### src/rtl/fifo_pkg.sv
// Shared FIFO pointer helpers, used by both the write-side and read-side controllers.
// Functions work on a fixed wide vector; callers zero-extend in and truncate out.
package fifo_pkg;

    localparam int unsigned PTR_MAX_W = 32;

    typedef logic [PTR_MAX_W-1:0] ptr_t;

    function automatic ptr_t bin2gray(input ptr_t bin);
        return bin ^ (bin >> 1);
    endfunction

    // Each binary bit is the XOR of all Gray bits at or above it.
    function automatic ptr_t gray2bin(input ptr_t gray);
        ptr_t bin;
        bin = gray;
        for (int unsigned i = 1; i < PTR_MAX_W; i++) begin
            bin = bin ^ (gray >> i);
        end
        return bin;
    endfunction

endpackage

### src/rtl/gray_sync.sv
// Multi-flop synchronizer for a Gray-coded pointer crossing into the local clock domain.
// Pure flop chain, reset to zero; no logic between stages.
module gray_sync #(
    parameter int unsigned Width  = 4,
    parameter int unsigned Stages = 2
) (
    input  logic             clk_i,
    input  logic             rst_i,
    input  logic [Width-1:0] d_i,
    output logic [Width-1:0] q_o
);

    logic [Width-1:0] sync_q [Stages];

    always_ff @(posedge clk_i or posedge rst_i) begin
        if (rst_i) begin
            for (int unsigned i = 0; i < Stages; i++) begin
                sync_q[i] <= '0;
            end
        end else begin
            sync_q[0] <= d_i;
            for (int unsigned i = 1; i < Stages; i++) begin
                sync_q[i] <= sync_q[i-1];
            end
        end
    end

    assign q_o = sync_q[Stages-1];

endmodule

### src/rtl/wr_ptr_ctrl.sv
// Write-side pointer controller of an async FIFO: pointers, full/almost-full, level and
// a sticky overflow flag, all computed against the synchronized Gray read pointer.
module wr_ptr_ctrl
    import fifo_pkg::*;
#(
    parameter int unsigned ADDR_W      = 3,
    parameter int unsigned SYNC_STAGES = 2
) (
    input  logic              wr_clk,
    input  logic              wr_rst,
    input  logic              wr_en,
    input  logic [ADDR_W:0]   g_rd_ptr_async,
    input  logic [ADDR_W:0]   af_thresh,
    input  logic              clr_ovf,
    output logic              wr_push,
    output logic [ADDR_W-1:0] wr_addr,
    output logic [ADDR_W:0]   b_wr_ptr,
    output logic [ADDR_W:0]   g_wr_ptr,
    output logic              full,
    output logic              almost_full,
    output logic [ADDR_W:0]   wr_level,
    output logic              overflow
);

    localparam int unsigned PtrW = ADDR_W + 1;

    logic [PtrW-1:0] b_q, b_d;
    logic [PtrW-1:0] g_q, g_d;
    logic [PtrW-1:0] level_q, level_d;
    logic            full_q, full_d;
    logic            af_q, af_d;
    logic            ovf_q, ovf_d;
    logic [PtrW-1:0] rq;
    logic [PtrW-1:0] b_rq;
    logic [PtrW-1:0] rq_full_pattern;

    gray_sync #(
        .Width  (PtrW),
        .Stages (SYNC_STAGES)
    ) u_rd_sync (
        .clk_i (wr_clk),
        .rst_i (wr_rst),
        .d_i   (g_rd_ptr_async),
        .q_o   (rq)
    );

    // Gated by reset so a push held during reset never strobes the RAM.
    assign wr_push = wr_en && !full_q && !wr_rst;

    // Full when the write pointer laps the read pointer: top two Gray bits inverted.
    assign rq_full_pattern = {~rq[ADDR_W:ADDR_W-1], rq[ADDR_W-2:0]};

    always_comb begin
        b_d     = b_q + {{ADDR_W{1'b0}}, wr_push};
        g_d     = PtrW'(bin2gray(PTR_MAX_W'(b_d)));
        b_rq    = PtrW'(gray2bin(PTR_MAX_W'(rq)));
        level_d = b_d - b_rq;
        full_d  = (g_d == rq_full_pattern);
        af_d    = (level_d >= af_thresh);
        ovf_d   = ovf_q;
        if (clr_ovf) begin
            ovf_d = 1'b0;
        end
        if (wr_en && full_q) begin
            ovf_d = 1'b1;
        end
    end

    always_ff @(posedge wr_clk or posedge wr_rst) begin
        if (wr_rst) begin
            b_q     <= '0;
            g_q     <= '0;
            level_q <= '0;
            full_q  <= 1'b0;
            af_q    <= 1'b0;
            ovf_q   <= 1'b0;
        end else begin
            b_q     <= b_d;
            g_q     <= g_d;
            level_q <= level_d;
            full_q  <= full_d;
            af_q    <= af_d;
            ovf_q   <= ovf_d;
        end
    end

    assign wr_addr     = b_q[ADDR_W-1:0];
    assign b_wr_ptr    = b_q;
    assign g_wr_ptr    = g_q;
    assign full        = full_q;
    assign almost_full = af_q;
    assign wr_level    = level_q;
    assign overflow    = ovf_q;

endmodule

### config.mk
export PLATFORM = sky130hd
export DESIGN_NAME = wr_ptr_ctrl
export DESIGN_NICKNAME = d
export VERILOG_FILES = /design/src/rtl/fifo_pkg.sv /design/src/rtl/gray_sync.sv /design/src/rtl/wr_ptr_ctrl.sv
export SDC_FILE = /design/constraint.sdc
export NUM_CORES = 1
export LEC_CHECK = 0
export BUFFER_PORTS_ARGS = -buffer_cell sky130_fd_sc_hd__buf_4
export CORE_ASPECT_RATIO = 0.5
export CORE_MARGIN = 10
export CORE_UTILIZATION = 40
export CTS_BUF_LIST = sky130_fd_sc_hd__clkbuf_4
export DETAILED_ROUTE_END_ITERATION = 10
export PLACE_DENSITY = 0.75
export SKIP_LAST_GASP = 1
export SYNTH_ARGS = -nofsm -noshare
export SYNTH_HDL_FRONTEND = slang
export SYNTH_HIERARCHICAL = 1
export SYNTH_SLANG_ARGS = --single-unit
export TNS_END_PERCENT = 10
### constraint.sdc
create_clock -name wr_clk -period 2.9 [get_ports wr_clk]
set_input_delay 0.58 -clock wr_clk [delete_from_list [all_inputs] [get_ports wr_clk]]
set_output_delay 0.58 -clock wr_clk [all_outputs]
set_load 0.01 [all_outputs]
==> flow_results.xml, run 1 <==
<?xml version="1.0" encoding="UTF-8"?>
<metrics>
  <group name="timing">
    <metric name="finalSetupTns" unit="ps">0</metric>
    <metric name="slew_viol_final" unit="">0</metric>
    <metric name="finalCritPeriodShare" unit="%">88.7</metric>
    <metric name="final.setup_skew" unit="ps">2.13</metric>
    <metric name="headroom_to_the_max_slew_limit" unit="%">64.5</metric>
    <metric name="layout_setup_ws" unit="ps">328</metric>
    <metric name="post_route_minimum_period" unit="ps">2570</metric>
    <metric name="finalSetupViolCount" unit="">0</metric>
    <metric name="hold_violations" unit="">0</metric>
    <metric name="grt_setup_unrepaired" unit="">no</metric>
    <metric name="timing.fmax" unit="MHz">389</metric>
    <metric name="tightest_slew" unit="ps">532</metric>
  </group>
  <group name="critical_path">
    <metric name="critical_path.n_buffers_inverters" unit="">0</metric>
    <metric name="worstSetupPathType" unit="">reg -&gt; reg</metric>
    <metric name="crit_path_start_kind" unit="">register</metric>
    <metric name="cp_max_fo" unit="">3</metric>
    <metric name="crit_slowest_cell" unit="">sky130_fd_sc_hd__dfrtp_1</metric>
    <metric name="worstSetupEndpointType" unit="">register</metric>
    <metric name="critical_path.max_stage_delay" unit="ps">420</metric>
    <metric name="crit_top_cell" unit="">sky130_fd_sc_hd__ha_1</metric>
    <metric name="crit_family" unit="">adder cells</metric>
    <metric name="required" unit="ps">3100</metric>
    <metric name="crit_path_cell_trace" unit="">nor3b_2 -&gt; ha_1 -&gt; ha_1 -&gt; xor2_2 -&gt; ha_1 -&gt; a31o_2 -&gt; a21oi_2 -&gt; xnor2_1 -&gt; ha_1 -&gt; o21ai_0 -&gt; nand2b_1</metric>
    <metric name="cp.arrival" unit="ps">2780</metric>
  </group>
  <group name="placement">
    <metric name="post-dp-hpwl" unit="mm">1.60</metric>
    <metric name="placedCellCount" unit="">148</metric>
    <metric name="gp_routability_congestion" unit="">0.804</metric>
    <metric name="worst_setup_slack_before_clock_tree_synthesis" unit="ps">-2.35</metric>
    <metric name="buffer_ports.inserted" unit="">30</metric>
    <metric name="detailed_place.area" unit="mm^2">0.00129</metric>
  </group>
  <group name="power_and_ir_drop">
    <metric name="intPower" unit="uW">909</metric>
    <metric name="comb_power_share" unit="%">57.6</metric>
    <metric name="switching_power" unit="uW">566</metric>
    <metric name="power_density" unit="mW/mm^2">1120</metric>
    <metric name="power" unit="mW">1.48</metric>
    <metric name="proportion_of_total_power_due_to_net_switching" unit="%">38.4</metric>
    <metric name="max-vdd-ir-drop" unit="V">0.000343</metric>
    <metric name="p_leak" unit="nW">0.650</metric>
    <metric name="seqPwrFrac" unit="%">33.1</metric>
    <metric name="power.share.clock" unit="%">9.2</metric>
  </group>
  <group name="detailed_routing">
    <metric name="routed_wl" unit="mm">1.89</metric>
    <metric name="antenna_violating_nets_post_route" unit="">0</metric>
    <metric name="routed_via_count_divided_by_cell_count" unit="">4.37</metric>
    <metric name="routed_wire_length_per_instance" unit="um">12.4</metric>
    <metric name="vias" unit="">664</metric>
    <metric name="route.detailed.drc" unit="">0</metric>
    <metric name="drt_pre_antenna_iters" unit="">3</metric>
    <metric name="number_of_drc_markers_in_iteration_0" unit="">36</metric>
  </group>
  <group name="cells_and_area">
    <metric name="inserted_diodes" unit="">0</metric>
    <metric name="post_layout_nonfiller_instances" unit="">152</metric>
    <metric name="num-nets-final" unit="">137</metric>
    <metric name="fillCellCount" unit="">233</metric>
    <metric name="drive_above_1_share" unit="%">36.5</metric>
    <metric name="finish.instance_area" unit="mm^2">0.00131</metric>
    <metric name="area.growth.synth_to_final" unit="%">24.9</metric>
  </group>
  <group name="floorplanning">
    <metric name="fp.dieArea" unit="mm^2">0.00521</metric>
    <metric name="core.rowCount" unit="">13</metric>
    <metric name="initial_core_util" unit="%">41.2</metric>
    <metric name="fp.coreArea" unit="mm^2">0.00255</metric>
    <metric name="dieHeight" unit="um">56.3</metric>
    <metric name="die_width" unit="um">92.5</metric>
    <metric name="io_pins" unit="">31</metric>
  </group>
  <group name="clock_network">
    <metric name="worst_skew_pair_latency" unit="ps">300</metric>
    <metric name="clkSlewWorstSetupHoldPaths" unit="ps">110</metric>
    <metric name="cts_post_setup_buffers_inserted" unit="">0</metric>
    <metric name="clock_tree.htree_level_count" unit="">1</metric>
    <metric name="cts-hold-fix-buffers" unit="">0</metric>
    <metric name="cts.sinks" unit="">22</metric>
    <metric name="root_buffer" unit="">sky130_fd_sc_hd__clkbuf_4</metric>
    <metric name="cts_max_path_buffers" unit="">2</metric>
    <metric name="cts_buf_count" unit="">3</metric>
    <metric name="clock_tree_from_tritoncts" unit="">yes</metric>
    <metric name="post_cts_resize_count" unit="">0</metric>
  </group>
  <group name="synth">
    <metric name="synth_area_per_cell" unit="um^2">12.1</metric>
    <metric name="synth_edf_count" unit="">0</metric>
    <metric name="postSynth.asyncResetShare" unit="%">100</metric>
    <metric name="ys_seq_area_share" unit="%">52.3</metric>
    <metric name="syn_nets" unit="">108</metric>
    <metric name="synth.top_cells.by_area" unit="">sky130_fd_sc_hd__dfrtp_1 (52%), sky130_fd_sc_hd__ha_1 (11%), sky130_fd_sc_hd__xnor2_1 (7.5%), sky130_fd_sc_hd__buf_4 (5.7%), sky130_fd_sc_hd__xor2_1 (5.0%)</metric>
    <metric name="synth.most_common_cell" unit="">sky130_fd_sc_hd__dfrtp_1</metric>
    <metric name="synthDistinctLibCells" unit="">21</metric>
    <metric name="ys_ff_latch" unit="">22</metric>
    <metric name="syn-instance-count" unit="">87</metric>
    <metric name="netlist_top_cells_count" unit="">sky130_fd_sc_hd__dfrtp_1 (22), sky130_fd_sc_hd__inv_1 (10), sky130_fd_sc_hd__ha_1 (9), sky130_fd_sc_hd__xnor2_1 (9), sky130_fd_sc_hd__buf_4 (8)</metric>
    <metric name="yosysTopAreaCell" unit="">sky130_fd_sc_hd__dfrtp_1</metric>
    <metric name="synth_largest_type_area_fraction" unit="%">52.3</metric>
    <metric name="synth_flop_cell" unit="">sky130_fd_sc_hd__dfrtp_1</metric>
    <metric name="synth_area" unit="mm^2">0.00105</metric>
    <metric name="synth-warning-count" unit="">6</metric>
  </group>
  <group name="global_routing">
    <metric name="gr-total-overflow" unit="">0</metric>
    <metric name="first_global_vias" unit="">704</metric>
    <metric name="grt_util_all_layers" unit="%">7.27</metric>
    <metric name="largest_net_degree_at_the_start_of_global_routing" unit="">15</metric>
    <metric name="grt_pass1_wl" unit="mm">3.14</metric>
    <metric name="initial_antenna_violation_count" unit="">0</metric>
  </group>
  <group name="outcome">
    <metric name="outcome" unit="">finished, final reports clean</metric>
  </group>
  <group name="run">
    <metric name="max_cap_violations" unit="">0</metric>
  </group>
  <group name="min_path">
    <metric name="hold_class" unit="">in -&gt; async</metric>
  </group>
</metrics>
-- per-stage QoR --
| stage | hold WS [ps] | utilization (%) |
|---|---|---|
| after floorplan | 331 | - |
| after global placement | 331 | 50.4 |
| after detailed placement | 336 | 50.4 |
| after CTS | 221 | 51.4 |
| after global routing | 223 | 51.4 |
| final | 228 | 51.4 |
-- layout by cell type (no fill, tap or decap) --
cell	count
sky130_fd_sc_hd__buf_4	33
sky130_fd_sc_hd__dfrtp_1	22
sky130_fd_sc_hd__inv_1	10
sky130_fd_sc_hd__xnor2_1	9
sky130_fd_sc_hd__ha_1	9
sky130_fd_sc_hd__xor2_1	6
sky130_fd_sc_hd__o21ai_0	3
sky130_fd_sc_hd__nand2_1	3
sky130_fd_sc_hd__clkbuf_4	3
sky130_fd_sc_hd__xor2_2	2
sky130_fd_sc_hd__a21oi_1	2
sky130_fd_sc_hd__nand3_1	2
sky130_fd_sc_hd__nand2b_1	2
sky130_fd_sc_hd__nor3b_2	1
sky130_fd_sc_hd__o211ai_1	1
sky130_fd_sc_hd__o31ai_1	1
sky130_fd_sc_hd__a31o_2	1
sky130_fd_sc_hd__a21oi_2	1
sky130_fd_sc_hd__or3_1	1
sky130_fd_sc_hd__a211oi_2	1
sky130_fd_sc_hd__nor2b_1	1
sky130_fd_sc_hd__clkinv_1	1
-- state kept, by name (all words and copies together) (netlist names) --
signal	count
almost_full	1
b_wr_ptr	4
g_wr_ptr	3
overflow	1
full	1
u_rd_sync/q_o	4
wr_level	4
u_rd_sync/sync_q	4
-- power by group through the flow --
stage,clock (mW),sequential (mW),combinational [mW]
2_1_floorplan,0,0.537,0.512
3_3_place_gp,0,0.494,0.851
3_5_place_dp,0,0.497,0.865
4_1_cts,0.144,0.491,0.870
5_1_grt,0.154,0.508,0.946
6_report,0.136,0.489,0.850
-- per-layer routing --
metal	vias up	wire length (um)	global-route usage, %
li1	328	-	-
met3	2	184	3.44
met5	-	0	0
met4	0	23	2.62
met2	18	900	12.5
met1	316	775	7.64
-- cell families (layout without fill, tap and decap cells) --
logic type                 Yosys count  in the layout  synth area share (%)
AOI/OAI and AO/OA                   10             10                  6.66
xor gates and xnor gates            17             17                  15.6
adders and majority gates            9              9                  10.7
buffers and inverters               19             47                  9.63
DFF                                 22             22                  52.3
and+or+nand+nor                     10             10                  5.11
-- worst register-to-register path: stages, from the launching register on --
cell	delay, ps
sky130_fd_sc_hd__dfrtp_1	420
sky130_fd_sc_hd__nor3b_2	220
sky130_fd_sc_hd__ha_1	230
sky130_fd_sc_hd__ha_1	240
sky130_fd_sc_hd__xor2_2	170
sky130_fd_sc_hd__ha_1	290
sky130_fd_sc_hd__a31o_2	250
sky130_fd_sc_hd__a21oi_2	120
sky130_fd_sc_hd__xnor2_1	150
sky130_fd_sc_hd__ha_1	250
sky130_fd_sc_hd__o21ai_0	70
sky130_fd_sc_hd__nand2b_1	70
-- path summary, 6_finish.rpt --
kind / startpoint / end / slack, ps / depth (start not counted)
worst max-delay path: full$_DFF_PP0_ / almost_full$_DFF_PP0_ / 330 / 11
worst min-delay path: wr_rst / u_rd_sync/sync_q[4]$_DFF_PP0_ / 230 / 2
worst max register to register: full$_DFF_PP0_ / almost_full$_DFF_PP0_ / 330 / 11
worst min register to register: u_rd_sync/sync_q[7]$_DFF_PP0_ / u_rd_sync/q_o[3]$_DFF_PP0_ / 360 / 0
max in group asynchronous: wr_rst / wr_level[1]$_DFF_PP0_ / 2220 / 2
min in group wr_clk: u_rd_sync/sync_q[7]$_DFF_PP0_ / u_rd_sync/q_o[3]$_DFF_PP0_ / 360 / 0
-- final cells by class --
type                       instances  area, um^2  area share [%]
inverter                          10        37.5            2.86
sequential                        22         551            41.9
timing repair buffer              33         248            18.9
clock inverter                     1        3.75           0.286
multi-input combinational         46         405            30.9
clock buffer                       3        22.5            1.71
tap                               37        46.3            3.52
(Power assumes the default switching activity.)
==> run 2: changes to the inputs <==
- CORE_ASPECT_RATIO: 0.5 -> default
- CORE_UTILIZATION: 40 -> 50
- PLACE_DENSITY: 0.75 -> 0.89
- clock period: 2.9 -> 2.5 ns (I/O delays scaled with it)
==> run 2 against run 1 <==
The run now ends with setup timing left; first-iteration DRC count fell by 92%; fmax fell by 0.63%; via count rose by 17%; global-route usage rose by 3.5 points; sequential cell count did not move; cell count rose by 2.0%; design area rose by 15%; critical path depth rose by 1; sequential share of layout area fell by 5.5 points; worst hold slack improved by 41 ps; register-to-register slack got worse by 420 ps; utilization rose by 25 points; critical endpoint unchanged; highest routed layer unchanged.
==> flow_results.xml, run 2 (synthesis gave the netlist of run 1 again) <==
<?xml version="1.0" encoding="UTF-8"?>
<metrics>
  <group name="outcome">
    <metric name="outcome" unit="">finished, violations left</metric>
    <metric name="violations" unit="">setup timing</metric>
  </group>
  <group name="global_routing">
    <metric name="largest_net_degree_at_the_start_of_global_routing" unit="">15</metric>
    <metric name="grt_pass1_wl" unit="mm">3.64</metric>
    <metric name="gr-total-overflow" unit="">0</metric>
    <metric name="initial_antenna_violation_count" unit="">0</metric>
    <metric name="grt_util_all_layers" unit="%">10.8</metric>
    <metric name="first_global_vias" unit="">843</metric>
  </group>
  <group name="timing">
    <metric name="post_route_minimum_period" unit="ps">2590</metric>
    <metric name="tightest_slew" unit="ps">533</metric>
    <metric name="grt_setup_unrepaired" unit="">yes</metric>
    <metric name="final.setup_skew" unit="ps">5.34</metric>
    <metric name="slew_viol_final" unit="">0</metric>
    <metric name="finalSetupTns" unit="ps">-88.5</metric>
    <metric name="hold_ws" unit="ps">269</metric>
    <metric name="timing.fmax" unit="MHz">386</metric>
    <metric name="hold_violations" unit="">0</metric>
    <metric name="layout_setup_ws" unit="ps">-88.5</metric>
    <metric name="finalCritPeriodShare" unit="%">104</metric>
    <metric name="finalSetupViolCount" unit="">1</metric>
    <metric name="headroom_to_the_max_slew_limit" unit="%">64.4</metric>
  </group>
  <group name="detailed_routing">
    <metric name="antenna_violating_nets_post_route" unit="">0</metric>
    <metric name="top_layer_used" unit="">met4</metric>
    <metric name="routed_wire_length_per_instance" unit="um">16.6</metric>
    <metric name="wl_met1" unit="um">919</metric>
    <metric name="routed_via_count_divided_by_cell_count" unit="">5.01</metric>
    <metric name="number_of_drc_markers_in_iteration_0" unit="">3</metric>
    <metric name="vias" unit="">776</metric>
    <metric name="route.detailed.drc" unit="">0</metric>
    <metric name="drt_pre_antenna_iters" unit="">2</metric>
    <metric name="met3_length" unit="um">163</metric>
    <metric name="met2_length" unit="mm">1.42</metric>
    <metric name="routed_wl" unit="mm">2.58</metric>
  </group>
  <group name="power_and_ir_drop">
    <metric name="switching_power" unit="uW">850</metric>
    <metric name="max-vdd-ir-drop" unit="V">0.000797</metric>
    <metric name="seqPwrFrac" unit="%">27.0</metric>
    <metric name="p_leak" unit="nW">0.744</metric>
    <metric name="proportion_of_total_power_due_to_net_switching" unit="%">39.3</metric>
    <metric name="power" unit="mW">2.16</metric>
    <metric name="comb_power_share" unit="%">65.6</metric>
    <metric name="intPower" unit="mW">1.31</metric>
    <metric name="power.share.clock" unit="%">7.5</metric>
    <metric name="power_density" unit="mW/mm^2">1430</metric>
  </group>
  <group name="critical_path">
    <metric name="timing.reg2reg.worst_path_depth" unit="">12</metric>
    <metric name="worstSetupEndpointType" unit="">register</metric>
    <metric name="cp.arrival" unit="ps">2780</metric>
    <metric name="critical_path.reg2reg.endpoint" unit="">almost_full$_DFF_PP0_</metric>
    <metric name="crit_path_cell_trace" unit="">xor2_2 -&gt; xnor2_2 -&gt; xnor2_2 -&gt; ha_2 -&gt; inv_2 -&gt; o211ai_1 -&gt; o31ai_1 -&gt; a21oi_2 -&gt; xnor2_2 -&gt; ha_1 -&gt; o21ai_2 -&gt; nand2b_1</metric>
    <metric name="setup_slack_of_the_worst_register_to_register_path" unit="ps">-90</metric>
    <metric name="critical_path.max_stage_delay" unit="ps">430</metric>
    <metric name="worst_r2r_startpoint" unit="">u_rd_sync/q_o[2]$_DFF_PP0_</metric>
    <metric name="cp_max_fo" unit="">3</metric>
    <metric name="worstSetupPathType" unit="">reg -&gt; reg</metric>
    <metric name="required" unit="ps">2700</metric>
    <metric name="crit_slowest_cell" unit="">sky130_fd_sc_hd__dfrtp_1</metric>
    <metric name="crit_top_cell" unit="">sky130_fd_sc_hd__xnor2_2</metric>
    <metric name="crit_path_start_kind" unit="">register</metric>
  </group>
  <group name="min_path">
    <metric name="hold_class" unit="">in -&gt; async</metric>
  </group>
  <group name="cells_and_area">
    <metric name="mostFrequentLayoutCells" unit="">sky130_fd_sc_hd__buf_4 (46), sky130_fd_sc_hd__dfrtp_1 (22), sky130_fd_sc_hd__inv_1 (9)</metric>
    <metric name="final_util" unit="%">76.3</metric>
    <metric name="area.growth.synth_to_final" unit="%">43.6</metric>
    <metric name="num-nets-final" unit="">150</metric>
    <metric name="inserted_diodes" unit="">0</metric>
    <metric name="mostFrequentLayoutCell" unit="">sky130_fd_sc_hd__buf_4</metric>
    <metric name="drive_above_1_share" unit="%">53.1</metric>
  </group>
  <group name="placement">
    <metric name="post-dp-hpwl" unit="mm">1.76</metric>
    <metric name="gp_routability_congestion" unit="">0.766</metric>
    <metric name="buffer_ports.inserted" unit="">30</metric>
    <metric name="worst_setup_slack_before_clock_tree_synthesis" unit="ps">-204</metric>
  </group>
  <group name="clock_network">
    <metric name="clock_tree_from_tritoncts" unit="">yes</metric>
    <metric name="cts_buf_count" unit="">3</metric>
    <metric name="cts.sinks" unit="">22</metric>
    <metric name="clock_tree.htree_level_count" unit="">1</metric>
    <metric name="root_buffer" unit="">sky130_fd_sc_hd__clkbuf_4</metric>
    <metric name="worst_skew_pair_latency" unit="ps">300</metric>
    <metric name="clkSlewWorstSetupHoldPaths" unit="ps">120</metric>
    <metric name="cts-hold-fix-buffers" unit="">0</metric>
    <metric name="cts_max_path_buffers" unit="">2</metric>
  </group>
  <group name="floorplanning">
    <metric name="core.rowCount" unit="">16</metric>
    <metric name="fp.dieArea" unit="mm^2">0.00434</metric>
    <metric name="io_pins" unit="">31</metric>
    <metric name="initial_core_util" unit="%">53.1</metric>
    <metric name="die_width" unit="um">65.9</metric>
    <metric name="dieHeight" unit="um">65.9</metric>
    <metric name="fp.coreArea" unit="mm^2">0.00198</metric>
  </group>
  <group name="run">
    <metric name="max_cap_violations" unit="">0</metric>
  </group>
</metrics>
## run 2: cell types whose count changed in the layout (fill, tap and decap cells not counted), sizes merged
cell,delta
buf,+13
## run 2: worst max path at each step
| stage | startpoint | end | slack, ps |
|---|---|---|---|
| after floorplan | wr_rst | almost_full$_DFF_PP0_ | -50 |
| after global placement | wr_rst | almost_full$_DFF_PP0_ | -90 |
| after detailed placement | wr_rst | almost_full$_DFF_PP0_ | -200 |
| after CTS | u_rd_sync/q_o[3]$_DFF_PP0_ | almost_full$_DFF_PP0_ | 2 |
| after global routing | u_rd_sync/q_o[2]$_DFF_PP0_ | almost_full$_DFF_PP0_ | -210 |
| final | u_rd_sync/q_o[2]$_DFF_PP0_ | almost_full$_DFF_PP0_ | -90 |
## run 2: power by group through the flow
stage	Clock, mW	Combinational [mW]	Sequential, mW
2_1_floorplan	0	0.677	0.635
3_3_place_gp	0	1.06	0.584
3_5_place_dp	0	1.14	0.591
4_1_cts	0.162	1.17	0.582
5_1_grt	0.181	1.53	0.597
6_report	0.161	1.42	0.583
## run 2: per-layer routing
layer	track usage, %	up-vias
li1	-	351
met1	10.3	388
met2	19.7	26
met3	3.73	11
met4	5.61	0
met5	0	-
## run 2: final cells by class
| type | instances | area [um^2] |
|---|---|---|
| Sequential cell | 22 | 551 |
| Multi-Input combinational cell | 46 | 518 |
| Fill cell | 113 | 470 |
| Timing Repair Buffer | 46 | 345 |
| Inverter | 10 | 37.5 |
| Tap cell | 27 | 33.8 |
| Clock buffer | 3 | 22.5 |
| Clock inverter | 1 | 3.75 |
## run 2: repair_timing
| action | in CTS | in global routing |
|---|---|---|
| setup endpoints to repair | 1 | 1 |
| endpoints found under the hold margin | 0 | 0 |
| setup buffers | 5 | 3 |
| gates resized for setup | 1 | 9 |
| pin swaps | 2 | 9 |
## run 2: worst max-delay path, delay by kind of cell (launching register included)
kind | cells | cell delay (ps)
simple gates | 1 | 80
compound gates | 4 | 600
fa+ha+maj | 2 | 500
xor+xnor | 4 | 790
buf+inv | 1 | 60
flops | 1 | 430
## run 2: per-stage QoR
stage	std cells	cell area, um^2
after floorplan	87	1120
after global routing	155	1510
after CTS	152	1440
after global placement	143	1360
after detailed placement	143	1360
final	155	1510
